### src/rtl/tilemap_scroll_writer_if.sv
// CPU write port and tilemap-generator register bus for the scroll writer.
// master = CPU / sync side driving writes, slave = the writer block.
interface tilemap_scroll_writer_if;
   logic       CPU_WE;
   logic [2:0] CPU_A;
   logic [7:0] CPU_D;
   logic       VBLANK;
   logic       LATCH;
   logic [2:0] CA;
   logic [7:0] MDI;
   logic       FULL;
   logic       EMPTY;
   logic       BUSY;
   logic       OVF;

   modport master (
      output CPU_WE, CPU_A, CPU_D, VBLANK,
      input  LATCH, CA, MDI, FULL, EMPTY, BUSY, OVF
   );

   modport slave (
      input  CPU_WE, CPU_A, CPU_D, VBLANK,
      output LATCH, CA, MDI, FULL, EMPTY, BUSY, OVF
   );
endinterface

### src/rtl/tilemap_scroll_writer.sv
// Tilemap scroll/priority writer: queues CPU register writes in a small FIFO
// and replays them to the tilemap generator as SETUP / STROBE / HOLD
// sequences (one entry every 3 cycles).
// Optional macro SCROLL_WRITER_VBLANK_GATE_EN: drain only while VBLANK is high.
module tilemap_scroll_writer #(
   parameter int FIFO_DEPTH = 4   // 2, 4, 8 or 16
) (
   input logic                    CLK_6M,
   input logic                    RST,
   tilemap_scroll_writer_if.slave bus
);
   localparam int PW = $clog2(FIFO_DEPTH);
   localparam int CW = PW + 1;
   localparam logic [CW-1:0] DEPTH_C = CW'(FIFO_DEPTH);

   typedef enum logic [1:0] {IDLE = 2'd0, SETUP = 2'd1, STROBE = 2'd2, HOLD = 2'd3} state_t;

   state_t        state_q, state_d;
   logic [10:0]   mem_q [FIFO_DEPTH];
   logic [PW-1:0] wr_ptr_q, wr_ptr_d, rd_ptr_q, rd_ptr_d;
   logic [CW-1:0] cnt_q, cnt_d;
   logic          full_q, full_d, empty_q, empty_d, ovf_q, ovf_d;
   logic [2:0]    ca_q, ca_d;
   logic [7:0]    mdi_q, mdi_d;
   logic          gate, decide, push_en, pop_en;

`ifdef SCROLL_WRITER_VBLANK_GATE_EN
   assign gate = bus.VBLANK;
`else
   // VBLANK is read but has no effect: the gate is always open.
   assign gate = bus.VBLANK | 1'b1;
`endif

   // Gate is only consulted where a new sequence may start.
   assign decide  = (state_q == IDLE) || (state_q == HOLD);
   assign pop_en  = decide && !empty_q && gate;
   // A write at full is dropped even if a pop frees a slot this cycle.
   assign push_en = bus.CPU_WE && !full_q;

   // FIFO pointers, occupancy, flags and head capture onto CA/MDI
   always_comb begin
      wr_ptr_d = wr_ptr_q;
      rd_ptr_d = rd_ptr_q;
      ca_d     = ca_q;
      mdi_d    = mdi_q;
      if (push_en) wr_ptr_d = wr_ptr_q + PW'(1);
      if (pop_en) begin
         rd_ptr_d      = rd_ptr_q + PW'(1);
         {ca_d, mdi_d} = mem_q[rd_ptr_q];
      end
      cnt_d   = cnt_q + CW'(push_en) - CW'(pop_en);
      full_d  = (cnt_d == DEPTH_C);
      empty_d = (cnt_d == '0);
      ovf_d   = ovf_q | (bus.CPU_WE & full_q);
   end

   // FIFO / datapath registers
   always_ff @(posedge CLK_6M) begin
      if (RST) begin
         wr_ptr_q <= '0;
         rd_ptr_q <= '0;
         cnt_q    <= '0;
         full_q   <= 1'b0;
         empty_q  <= 1'b1;
         ovf_q    <= 1'b0;
         ca_q     <= '0;
         mdi_q    <= '0;
      end else begin
         wr_ptr_q <= wr_ptr_d;
         rd_ptr_q <= rd_ptr_d;
         cnt_q    <= cnt_d;
         full_q   <= full_d;
         empty_q  <= empty_d;
         ovf_q    <= ovf_d;
         ca_q     <= ca_d;
         mdi_q    <= mdi_d;
      end
   end

   // FIFO storage; writes are suppressed during reset
   always_ff @(posedge CLK_6M) begin
      if (!RST && push_en) mem_q[wr_ptr_q] <= {bus.CPU_A, bus.CPU_D};
   end

   // FSM state register
   always_ff @(posedge CLK_6M) begin
      if (RST) state_q <= IDLE;
      else     state_q <= state_d;
   end

   // FSM next state: once SETUP starts the sequence always runs to HOLD
   always_comb begin
      state_d = state_q;
      case (state_q)
         IDLE:    if (pop_en) state_d = SETUP;
         SETUP:   state_d = STROBE;
         STROBE:  state_d = HOLD;
         HOLD:    state_d = pop_en ? SETUP : IDLE;
         default: state_d = IDLE;
      endcase
   end

   // FSM outputs and registered bus drive
   always_comb begin
      bus.LATCH = (state_q == STROBE);
      bus.BUSY  = (state_q != IDLE);
      bus.CA    = ca_q;
      bus.MDI   = mdi_q;
      bus.FULL  = full_q;
      bus.EMPTY = empty_q;
      bus.OVF   = ovf_q;
   end
endmodule
### src/flat_wrapper.sv
// flat-port wrapper written by rule: the top's interface ports become plain ports
module tilemap_scroll_writer_flat 
#(
   parameter int FIFO_DEPTH = 4                   
)
  (CLK_6M, RST, bus_CPU_WE, bus_CPU_A, bus_CPU_D, bus_VBLANK, bus_LATCH, bus_CA, bus_MDI, bus_FULL, bus_EMPTY, bus_BUSY, bus_OVF);
  tilemap_scroll_writer_if bus_i ();
  input logic CLK_6M;
  input logic RST;
  input wire logic [$bits(bus_i.CPU_WE)-1:0] bus_CPU_WE;
  input wire logic [$bits(bus_i.CPU_A)-1:0] bus_CPU_A;
  input wire logic [$bits(bus_i.CPU_D)-1:0] bus_CPU_D;
  input wire logic [$bits(bus_i.VBLANK)-1:0] bus_VBLANK;
  output wire logic [$bits(bus_i.LATCH)-1:0] bus_LATCH;
  output wire logic [$bits(bus_i.CA)-1:0] bus_CA;
  output wire logic [$bits(bus_i.MDI)-1:0] bus_MDI;
  output wire logic [$bits(bus_i.FULL)-1:0] bus_FULL;
  output wire logic [$bits(bus_i.EMPTY)-1:0] bus_EMPTY;
  output wire logic [$bits(bus_i.BUSY)-1:0] bus_BUSY;
  output wire logic [$bits(bus_i.OVF)-1:0] bus_OVF;
  assign bus_i.CPU_WE = bus_CPU_WE;
  assign bus_i.CPU_A = bus_CPU_A;
  assign bus_i.CPU_D = bus_CPU_D;
  assign bus_i.VBLANK = bus_VBLANK;
  assign bus_LATCH = bus_i.LATCH;
  assign bus_CA = bus_i.CA;
  assign bus_MDI = bus_i.MDI;
  assign bus_FULL = bus_i.FULL;
  assign bus_EMPTY = bus_i.EMPTY;
  assign bus_BUSY = bus_i.BUSY;
  assign bus_OVF = bus_i.OVF;
  tilemap_scroll_writer #(.FIFO_DEPTH(FIFO_DEPTH)) u_core (.CLK_6M(CLK_6M), .RST(RST), .bus(bus_i));
endmodule
### config.mk
export PLATFORM = sky130hd
export DESIGN_NAME = tilemap_scroll_writer_flat
export DESIGN_NICKNAME = d
export VERILOG_FILES = /design/src/rtl/tilemap_scroll_writer_if.sv /design/src/rtl/tilemap_scroll_writer.sv /design/src/flat_wrapper.sv
export SDC_FILE = /design/constraint.sdc
export NUM_CORES = 1
export LEC_CHECK = 0
export CAP_MARGIN = 10
export CORE_MARGIN = 2
export CORE_UTILIZATION = 25
export DETAILED_ROUTE_END_ITERATION = 10
export SLEW_MARGIN = 20
export SYNTH_ARGS = -nofsm -noshare
export SYNTH_HDL_FRONTEND = slang
export SYNTH_SLANG_ARGS = --single-unit
### constraint.sdc
create_clock -name CLK_6M -period 2.35 [get_ports CLK_6M]
set_input_delay 0.47 -clock CLK_6M [delete_from_list [all_inputs] [get_ports CLK_6M]]
set_output_delay 0.47 -clock CLK_6M [all_outputs]
set_load 0.02 [all_outputs]
* Word-level counts from Yosys, hierarchy flattened *
Memories as Yosys holds them, arrays and structs flattened. A register that Yosys moved wholly into a read port is not among the register bits.
Index checks and enable logic that the tools add are counted.

word-level totals
  bits in latches = 0
  ROM bits = 0
  input port bits = 15
  flip-flop bits (word level) = 12
  memories kept = 1
  memory bits (writable) = 44
  logic and storage cells = 34

cells by class
  muxes and demuxes = 5
  equal/unequal tests = 5
  add/subtract/negate cells = 4
  divide/modulo/power cells = 0
  shift-type cells = 0
  $mul = 0
  $lt $le $gt $ge = 0
  bitwise operators = 2
  reduce and logical (&&, ||, !) cells = 10

memories
  memory        depth  width  read ports  clocked after Yosys merged registers in  write ports  line                         text
  u_core.mem_q  4      11     1           1                                        1            tilemap_scroll_writer.sv:19  logic [10:0] mem_q [FIFO_DEPTH];

operators by type and width
  cell                                                    count
  one-hot mux 2 bit (4 select lines)                      1
  adder 2 x 1 -> 2 bit (second input constant)            2
  == test 2 bit (second input constant)                   2
  adder 3 x 1 -> 3 bit                                    1
  == test 3 bit (second input constant)                   1
  logical AND 1 bit                                       3
  logical NOT 1 bit                                       3
  logical NOT 3 bit                                       1
  2-to-1 mux 1 bit                                        3
  subtractor 3 x 1 -> 3 bit                               1
  == test 2 x 1 -> 1 bit (second input constant)          1
  logical NOT 2 bit                                       1
  2-to-1 mux 2 bit                                        1
  inequality test 2 x 1 -> 1 bit (second input constant)  1
  nonzero test 2 bit                                      1
  AND 1 bit                                               1
  logical OR 1 bit                                        1
  bitwise OR 1 bit                                        1

* Logic depth before layout (Yosys ltp) *
Gate-level depths: netlist of the first run.

  depth in word-level cells = 5
  mapped depth = 12
  mapped depth without buffers = 11

* Least setup slack after synthesis of the first run *
No wires, ideal clock.

  kind = flip-flop to flip-flop
  start point = register u_core.state_q[0]
  end point = register u_core.full_q (netlist: u_core.bus.FULL)
  data required time = 2.272 ns
  data arrival time = 2.476 ns
  setup time = 0.078 ns
  period minus slack after synthesis = 2.554 ns
  setup slack = -0.204 ns
  cell stages (with the launch flop) = 13
  path buffers = 1
  cell sequence = dfxtp_1 -> inv_1 -> ha_1 -> or2_1 -> inv_2 -> buf_12 -> ha_1 -> inv_1 -> ha_1 -> fa_1 -> xnor3_1 -> nand2_1 -> nor3_1

between the ends
  cells in the longest elaborated chain, start to end = 5

ends and longest elaborated chain
  what                                                       line                         text
  from (decl)                                                tilemap_scroll_writer.sv:18  state_t state_q, state_d;
  from (signal assigned)                                     tilemap_scroll_writer.sv:88  else state_q <= state_d;
  == test 2 bit / logical NOT 2 bit (equally long branches)  tilemap_scroll_writer.sv:35  assign decide = (state_q == IDLE) || (state_q == HOLD);
  logical OR 1 bit (*)                                       tilemap_scroll_writer.sv:35
  logical AND 1 bit (*)                                      tilemap_scroll_writer.sv:36  assign pop_en = decide && !empty_q && gate;
  via u_core.pop_en                                          tilemap_scroll_writer.sv:25  logic gate, decide, push_en, pop_en;
  subtractor 3 x 1 -> 3 bit (*)                              tilemap_scroll_writer.sv:51  cnt_d = cnt_q + CW'(push_en) - CW'(pop_en);
  == test 3 bit (*)                                          tilemap_scroll_writer.sv:52  full_d = (cnt_d == DEPTH_C);
  to (signal assigned)                                       tilemap_scroll_writer.sv:72  full_q <= full_d;
  to (decl)                                                  tilemap_scroll_writer.sv:22  logic full_q, full_d, empty_q, empty_d, ovf_q, ovf_d;

The timed path passes the listed nets; every way through them passes the cells marked *.
A chain may end at the register's enable or synchronous reset.

* Final worst setup path of the first run *
  start point = register u_core.state_q[0]
  end point = register u_core.empty_q (netlist: u_core.bus.EMPTY)

between the ends
  cells in the longest elaborated chain, start to end = 5

ends and longest elaborated chain
  what                                                       line                         text
  == test 2 bit / logical NOT 2 bit (equally long branches)  tilemap_scroll_writer.sv:35
  logical OR 1 bit (*)                                       tilemap_scroll_writer.sv:35
  logical AND 1 bit (*)                                      tilemap_scroll_writer.sv:36
  subtractor 3 x 1 -> 3 bit (*)                              tilemap_scroll_writer.sv:51
  via u_core.cnt_d[1]                                        tilemap_scroll_writer.sv:21  logic [CW-1:0] cnt_q, cnt_d;
  logical NOT 3 bit (*)                                      tilemap_scroll_writer.sv:53  empty_d = (cnt_d == '0);
  to (signal assigned)                                       tilemap_scroll_writer.sv:73  empty_q <= empty_d;
  to (decl)                                                  tilemap_scroll_writer.sv:22

Marked as above.

==> out/metrics.yaml, run 1 <==
setup_path:
  critical_path.max_stage_delay_ns: 0.48
  crit_path_start_kind: "flip-flop"
  worst-path-buf-inv: 3
  critical-path-top-delay-family: "adder cells"
  required_ns: 2.59
  crit_fanout: 5
  worstPathArrival_ns: 2.48
  timing.critical_path.to_type: "flip-flop"
  timing.critical_path.cells: "inv_2, ha_4, or2_4, inv_2, ha_1, inv_1, ha_2, fa_2, o31ai_2"
  worstSetupPathType: "reg2reg"
  slowest_stage: "sky130_fd_sc_hd__fa_2"
  crit_top_cell: "sky130_fd_sc_hd__inv_2"
power:
  combinationalPowerShare: 0.354
  fin_total_pwr_mw: 3.777
  power.clock.fraction: 0.233
  vdd_ir_drop_max_v: 0.0004154
  internal_power_mw: 2.573
  seq_power_share: 0.412
  power.switching_mw: 1.204
  netSwitchingFraction: 0.3188
  power_density_over_the_cells_mw_per_mm2: 1121
  power.leakage_nw: 1.175
final_layout:
  antenna_cells_inserted: 0
  reg_area_mm2: 0.001789
  layout_stage_area_growth_over_the_synthesis_result_pct: 26.84
  final_design_area_no_fill_mm2: 0.003371
  multiInputGateArea_um2: 810.8
  final_layout_size_suffix_gt1_frac: 0.2387
  fill_cells: 1023
  nets: 243
placed_design:
  detailedPlace.worstSlack_ns: -0.03728
  numPortBuffers: 29
  dpl.hpwl_um: 3060
  routabilityCongestion: 0.6988
  dpl-instance-area_mm2: 0.003136
timing:
  clock-skew-final_ns: 0.004049
  period_share: 0.9504
  max_slew.worst_pin.slew_ns: 0.6184
  setup_tns_ns: 0
  post-route-min-period_ns: 2.233
  timing.hold.ws_ns: 0.4549
  post-route-worst-setup-slack_ns: 0.1166
  slew_headroom: 0.5872
  maxClockFrequency_mhz: 447.7
  timing.final.max_slew_violations: 0
  finalSetupViolations: 0
  hold_viol: 0
  rsz0062_at_grt: "false"
floorplan:
  fp-row-count: 37
  die_h_um: 107.1
  core_area_mm2: 0.01032
  io-pin-count: 31
  start_util: 0.2574
  die-area_mm2: 0.01147
  die_width_um: 107.1
detailed_routing:
  dr_total_vias: 1469
  drt_wl_total_um: 4770
  drt-pass1-iter-count: 5
  iter_0_drt_violations: 61
  via_per_inst: 4.103
  drc: 0
  antenna_left: 0
  routedWlPerCell_um: 13.32
cts:
  cts_tree: "yes"
  clk_pin_slew_ns: 0.07
  cts_buffers: 9
  cts_num_sinks: 67
  cts.root.buffer_cell: "sky130_fd_sc_hd__clkbuf_8"
  h_tree_levels: 3
  cts_hold_buf: 0
  clk_latency_ns: 0.33
  max-clock-path-buffers: 2
synth:
  yosys-top-cells-area: "sky130_fd_sc_hd__edfxtp_1 (50%), sky130_fd_sc_hd__dfxtp_1 (17%), sky130_fd_sc_hd__mux4_2 (6.8%)"
  post_synth_inst_count: 173
  ys_seq_elements: 67
  synth_area_leader_cell: "sky130_fd_sc_hd__edfxtp_1"
  syn_std_cell_area_mm2: 0.002658
  yosys_warnings: 0
  netlist-cell-type-count: 28
  synth-seq-area-share: 0.6704
  fraction_of_post_synthesis_cell_area_in_the_top_cell_type_by_area: 0.4972
  syn_avg_cell_area_um2: 15.36
  mappedNetlistNets: 199
worst_hold_path:
  worst_hold_path_type: "reg2reg"
status:
  run_status: "completed"
grt:
  overflow: 0
  global_route_wire_length_before_repair_um: 7790
  number_of_global_route_vias_before_repair: 1525
  antenna_found_initial: 0
  grt_max_degree: 21
  overall_global_routing_resource_usage: 0.09178
job:
  max_cap_violations: 0
-- stage by stage --
| stage | std cells | utilization |
|---|---|---|
| after floorplan | 173 | - |
| final | 358 | 0.3265 |
| after CTS | 356 | 0.3231 |
| after global placement | 340 | 0.3037 |
| after global routing | 358 | 0.3265 |
| after detailed placement | 340 | 0.3037 |
-- cell usage after synthesis, drive strengths merged --
| cell | instances |
|---|---|
| mux4 | 11 |
| xnor3 | 1 |
| ha | 10 |
| dfxtp | 23 |
| xnor2 | 3 |
| a21oi | 13 |
| edfxtp | 44 |
| inv | 12 |
| nor2b | 4 |
| fa | 1 |
| clkbuf | 3 |
| nor2 | 5 |
| nor3 | 1 |
| nand3 | 3 |
| or2 | 1 |
| buf | 4 |
| nor3b | 1 |
| and3 | 4 |
| mux2i | 1 |
| o31ai | 1 |
| nand2 | 25 |
| a31oi | 1 |
| o21ai | 1 |
-- power groups by stage --
stage                     clock (mW)  combinational (mW)  sequential, mW
after global placement             0                1.20            1.58
after floorplan                    0               0.761            1.64
after CTS                      0.908                1.27            1.56
after detailed placement           0                1.22            1.58
final                          0.881                1.34            1.56
after global routing           0.970                1.47            1.59
-- repair_timing --
| item | CTS | global route |
|---|---|---|
| endpoints found under the setup margin | 1 | 3 |
| gates resized for setup | 2 | 9 |
| pin swaps | 1 | 5 |
| buffers inserted | 0 | 2 |
-- flip-flops by register name, indices dropped and copies added (netlist names), 2 cells and up --
name,count
u_core.bus.MDI,8
u_core.wr_ptr_q,2
u_core.bus.CA,3
u_core.mem_q,44
u_core.cnt_q,3
u_core.state_q,2
u_core.rd_ptr_q,2
-- logic make-up (layout without fill, tap and decap cells) --
family,after synthesis,after routing,share of synthesized area
flip-flops,67,67,0.6704
buffers and inverters,19,68,0.03672
XOR/XNOR,4,4,0.01836
multiplexers,12,12,0.1012
AO/OA/AOI/OAI,16,16,0.04284
AND/OR/NAND/NOR,44,44,0.07580
adder cells (fa/ha/maj),11,11,0.05461
-- cells in the final DEF, fill, tap and decap left out, types with 2 or more instances in the layout --
cell                              count
sky130_fd_sc_hd__mux4_2               8
sky130_fd_sc_hd__buf_4               11
sky130_fd_sc_hd__a21oi_1              5
sky130_fd_sc_hd__dfxtp_4              2
sky130_fd_sc_hd__xnor2_1              3
sky130_fd_sc_hd__clkdlybuf4s50_1     29
sky130_fd_sc_hd__mux4_1               3
sky130_fd_sc_hd__dfxtp_1             21
sky130_fd_sc_hd__nor2b_1              4
sky130_fd_sc_hd__nor2_1               5
sky130_fd_sc_hd__nand2_1             24
sky130_fd_sc_hd__inv_2                3
sky130_fd_sc_hd__clkinv_2             2
sky130_fd_sc_hd__ha_1                 8
sky130_fd_sc_hd__nand3_1              3
sky130_fd_sc_hd__edfxtp_1            44
sky130_fd_sc_hd__and3_1               4
sky130_fd_sc_hd__a21oi_2              8
sky130_fd_sc_hd__clkinv_1             3
sky130_fd_sc_hd__clkbuf_8             9
sky130_fd_sc_hd__inv_1                9
-- cell type report --
type,instances,area share
Sequential cell,67,0.5308
Multi-Input combinational cell,87,0.2405
Inverter,12,0.01336
Tap cell,136,0.05048
Timing Repair Buffer,40,0.1106
Clock inverter,7,0.01745
Clock buffer,9,0.03675
-- worst register-to-register path, stage by stage (launching register included) --
cell and delay [ns]:
sky130_fd_sc_hd__dfxtp_4 0.36, sky130_fd_sc_hd__inv_2 0.08, sky130_fd_sc_hd__ha_4 0.21, sky130_fd_sc_hd__or2_4 0.23
sky130_fd_sc_hd__inv_2 0.06, sky130_fd_sc_hd__ha_1 0.22, sky130_fd_sc_hd__inv_1 0.06, sky130_fd_sc_hd__ha_2 0.18
sky130_fd_sc_hd__fa_2 0.48, sky130_fd_sc_hd__o31ai_2 0.28
-- metal layers --
metal,wire (um),global-route usage,vias to the layer above
met4,14,0.02505,0
met2,2540,0.1614,29
li1,-,-,710
met3,269,0.04012,4
met1,1945,0.1004,726
met5,0,0,-
-- worst paths after layout --
path	startpoint	end	slack (ns)	depth (start not counted)
hold / removal	u_core.bus.CA[2]	u_core.bus.CA[2]	0.45	2
setup reg to reg	u_core.state_q[0]	u_core.bus.EMPTY	0.12	9
hold reg to reg	u_core.bus.CA[2]	u_core.bus.CA[2]	0.45	2
setup / recovery	u_core.state_q[0]	u_core.bus.EMPTY	0.12	9
No activity file was read; power rests on OpenSTA's default activity.
==> run 2, diff against run 1 <==
--- a/config.mk
+++ b/config.mk
@@ -9,6 +9,8 @@
 export CORE_MARGIN = 2
 export CORE_UTILIZATION = 25
 export DETAILED_ROUTE_END_ITERATION = 10
+export GPL_TIMING_DRIVEN = 0
+export PLACE_DENSITY = 0.53
 export SLEW_MARGIN = 20
 export SYNTH_ARGS = -nofsm -noshare
 export SYNTH_HDL_FRONTEND = slang
==> out/metrics.yaml, run 2 (same netlist as run 1, synthesis figures left out) <==
power:
  fin_total_pwr_mw: 3.867  # +2.4%
  power.switching_mw: 1.228  # +2.0%
  power.clock.fraction: 0.229  # -0.004
  seq_power_share: 0.397  # -0.015
  combinationalPowerShare: 0.374  # +0.020
  vdd_ir_drop_max_v: 0.0003772  # -9.2%
  netSwitchingFraction: 0.3176  # -0.001220
  power.leakage_nw: 1.179  # +0.37%
  power_density_over_the_cells_mw_per_mm2: 1144  # +2.1%
  internal_power_mw: 2.639  # +2.5%
floorplan:
  die_width_um: 107.1  # unchanged
  start_util: 0.2574  # unchanged
  core_area_mm2: 0.01032  # unchanged
  die_h_um: 107.1  # unchanged
  io-pin-count: 31  # unchanged
  die-area_mm2: 0.01147  # unchanged
  fp-row-count: 37  # unchanged
timing:
  timing.final.max_slew_violations: 0  # unchanged
  post-route-worst-setup-slack_ns: 0.1363  # +0.01968 ns
  period_share: 0.9420  # -0.008375
  post-route-min-period_ns: 2.214  # -0.01968 ns
  slew_headroom: 0.5619  # -0.02529
  finalSetupViolations: 0  # unchanged
  hold_viol: 0  # unchanged
  setup_tns_ns: 0  # unchanged
  clock-skew-final_ns: 0.005974  # +0.001925 ns
  timing.hold.ws_ns: 0.4568  # +0.001900 ns
  max_slew.worst_pin.slew_ns: 0.6572  # +0.03877 ns
  rsz0062_at_grt: "false"
  maxClockFrequency_mhz: 451.7  # +0.89%
detailed_routing:
  dr_total_vias: 1486  # +1.2%
  drc: 0  # unchanged
  via_per_inst: 4.116  # +0.32%
  drt-pass1-iter-count: 3  # -2
  drt_wl_total_um: 4938  # +3.5%
  routedWlPerCell_um: 13.68  # +2.7%
  antenna_left: 0  # unchanged
  iter_0_drt_violations: 51  # -16%
cts:
  cts_buffers: 9  # unchanged
  cts.root.buffer_cell: "sky130_fd_sc_hd__clkbuf_8"
  cts_tree: "yes"
  clk_latency_ns: 0.33  # about the same
  h_tree_levels: 3  # unchanged
  max-clock-path-buffers: 2  # unchanged
  cts_hold_buf: 0  # unchanged
  cts_num_sinks: 67  # unchanged
  clk_pin_slew_ns: 0.07  # about the same
setup_path:
  worstSetupPathType: "reg2reg"
  reg2reg_setup_slack_ns: 0.14  # +0.02 ns
  required_ns: 2.59  # about the same
  timing.critical_path.to_type: "flip-flop"
  worstPathArrival_ns: 2.46  # -0.02 ns
  rr_worst_depth: 9  # unchanged
  crit_fanout: 4  # -1
  worst_r2r_start: "u_core.state_q[0]"
  reg2reg_to: "u_core.bus.EMPTY"
  crit_path_start_kind: "flip-flop"
grt:
  overall_global_routing_resource_usage: 0.09576  # +0.003983
  global_route_wire_length_before_repair_um: 7983  # +2.5%
  grt_max_degree: 12  # -43%
  antenna_found_initial: 0  # unchanged
  overflow: 0  # unchanged
  number_of_global_route_vias_before_repair: 1584  # +3.9%
final_layout:
  nets: 246  # +1.2%
  final_core_utilization: 0.3274  # +0.0008480
  final_design_area_no_fill_mm2: 0.003379  # +0.26%
  largest_register: "u_core.mem_q"
  layout_common_cells: "sky130_fd_sc_hd__edfxtp_1 (44), sky130_fd_sc_hd__clkdlybuf4s50_1 (29), sky130_fd_sc_hd__nand2_1 (25)"
  largest_reg_flops: 44  # unchanged
  final_layout_size_suffix_gt1_frac: 0.2267  # -0.01207
  mostFrequentLayoutCell: "sky130_fd_sc_hd__edfxtp_1"
  antenna_cells_inserted: 0  # unchanged
  layout_stage_area_growth_over_the_synthesis_result_pct: 27.17
  final_cell_count_no_fill: 361  # +0.84%
worst_hold_path:
  hold_path_depth: 2  # unchanged
  hold-path-endpoint: "u_core.bus.MDI[6]"
  worst_hold_path_type: "reg2reg"
  hold_path_start: "u_core.bus.MDI[6]"
status:
  run_status: "completed"
placed_design:
  routabilityCongestion: 0.7037  # +0.70%
  numPortBuffers: 29  # unchanged
  dpl.cell_count: 338  # -0.59%
  dpl.hpwl_um: 3213  # +5.0%
  detailedPlace.worstSlack_ns: -0.2377  # -0.2004 ns
  dpl-instance-area_mm2: 0.003120  # -0.48%
job:
  max_cap_violations: 0  # unchanged
## run 2: cell types whose count changed in the layout (fill, tap and decap cells not counted), moves of 2 or more
| cell | change |
|---|---|
| sky130_fd_sc_hd__buf_4 | -3 |
| sky130_fd_sc_hd__buf_2 | +2 |
| sky130_fd_sc_hd__clkinv_1 | -3 |
| sky130_fd_sc_hd__clkbuf_1 | +7 |
## run 2: cell type report
| type | count | area [um^2] |
|---|---|---|
| flip-flops and latches | 67 | 1787 |
| inverters | 12 | 52.55 |
| well taps | 136 | 170.2 |
| clock buffers | 13 | 138.9 |
| fillers | 1032 | 6944 |
| multi-input cells | 87 | 808.3 |
| clock inverters | 3 | 40.04 |
| plain buffers | 6 | 32.53 |
| repair buffers | 37 | 350.3 |
## run 2: critical path, cell delays in order (launching register included)
cell	delay [ns]
sky130_fd_sc_hd__dfxtp_4	0.35
sky130_fd_sc_hd__inv_2	0.08
sky130_fd_sc_hd__ha_4	0.20
sky130_fd_sc_hd__or2_4	0.28
sky130_fd_sc_hd__inv_8	0.06
sky130_fd_sc_hd__ha_1	0.21
sky130_fd_sc_hd__inv_1	0.05
sky130_fd_sc_hd__ha_2	0.16
sky130_fd_sc_hd__fa_2	0.47
sky130_fd_sc_hd__o31ai_2	0.26
## run 2: how the worst max path moves through the flow
| stage | start | endpoint | slack (ns) | cells after the start |
|---|---|---|---|---|
| 5_1_grt | u_core.state_q[1] | u_core.bus.EMPTY | 0.05 | 9 |
| 3_3_place_gp | u_core.state_q[0] | u_core.bus.EMPTY | -0.22 | 10 |
| 4_1_cts | u_core.state_q[0] | u_core.bus.EMPTY | 0.05 | 10 |
| 3_5_place_dp | u_core.state_q[0] | u_core.bus.EMPTY | -0.24 | 10 |
| 6_report | u_core.state_q[0] | u_core.bus.EMPTY | 0.14 | 9 |
| 2_1_floorplan | u_core.state_q[0] | u_core.bus.FULL | 0.005 | 12 |
## run 2: power by group through the flow
stage | logic, mW | registers [mW] | clock network (mW)
after global placement | 1.25 | 1.57 | 0
final | 1.45 | 1.53 | 0.886
after detailed placement | 1.26 | 1.57 | 0
after CTS | 1.35 | 1.54 | 0.914
after global routing | 1.60 | 1.55 | 0.958
after floorplan | 0.761 | 1.64 | 0
## run 2: what timing repair did
item,in CTS,in global routing
setup endpoints to repair,4,2
setup buffers,5,3
pin swaps,4,2
gates resized for setup,8,4
## run 2: per-layer routing
| layer | GRT usage | part of all wire | vias up |
|---|---|---|---|
| met2 | 0.1591 | 0.49 | 24 |
| met3 | 0.02553 | 0.036 | 9 |
| met4 | 0.05009 | 0.017 | 0 |
| li1 | - | - | 717 |
| met1 | 0.1131 | 0.46 | 736 |
| met5 | 0 | 0 | - |
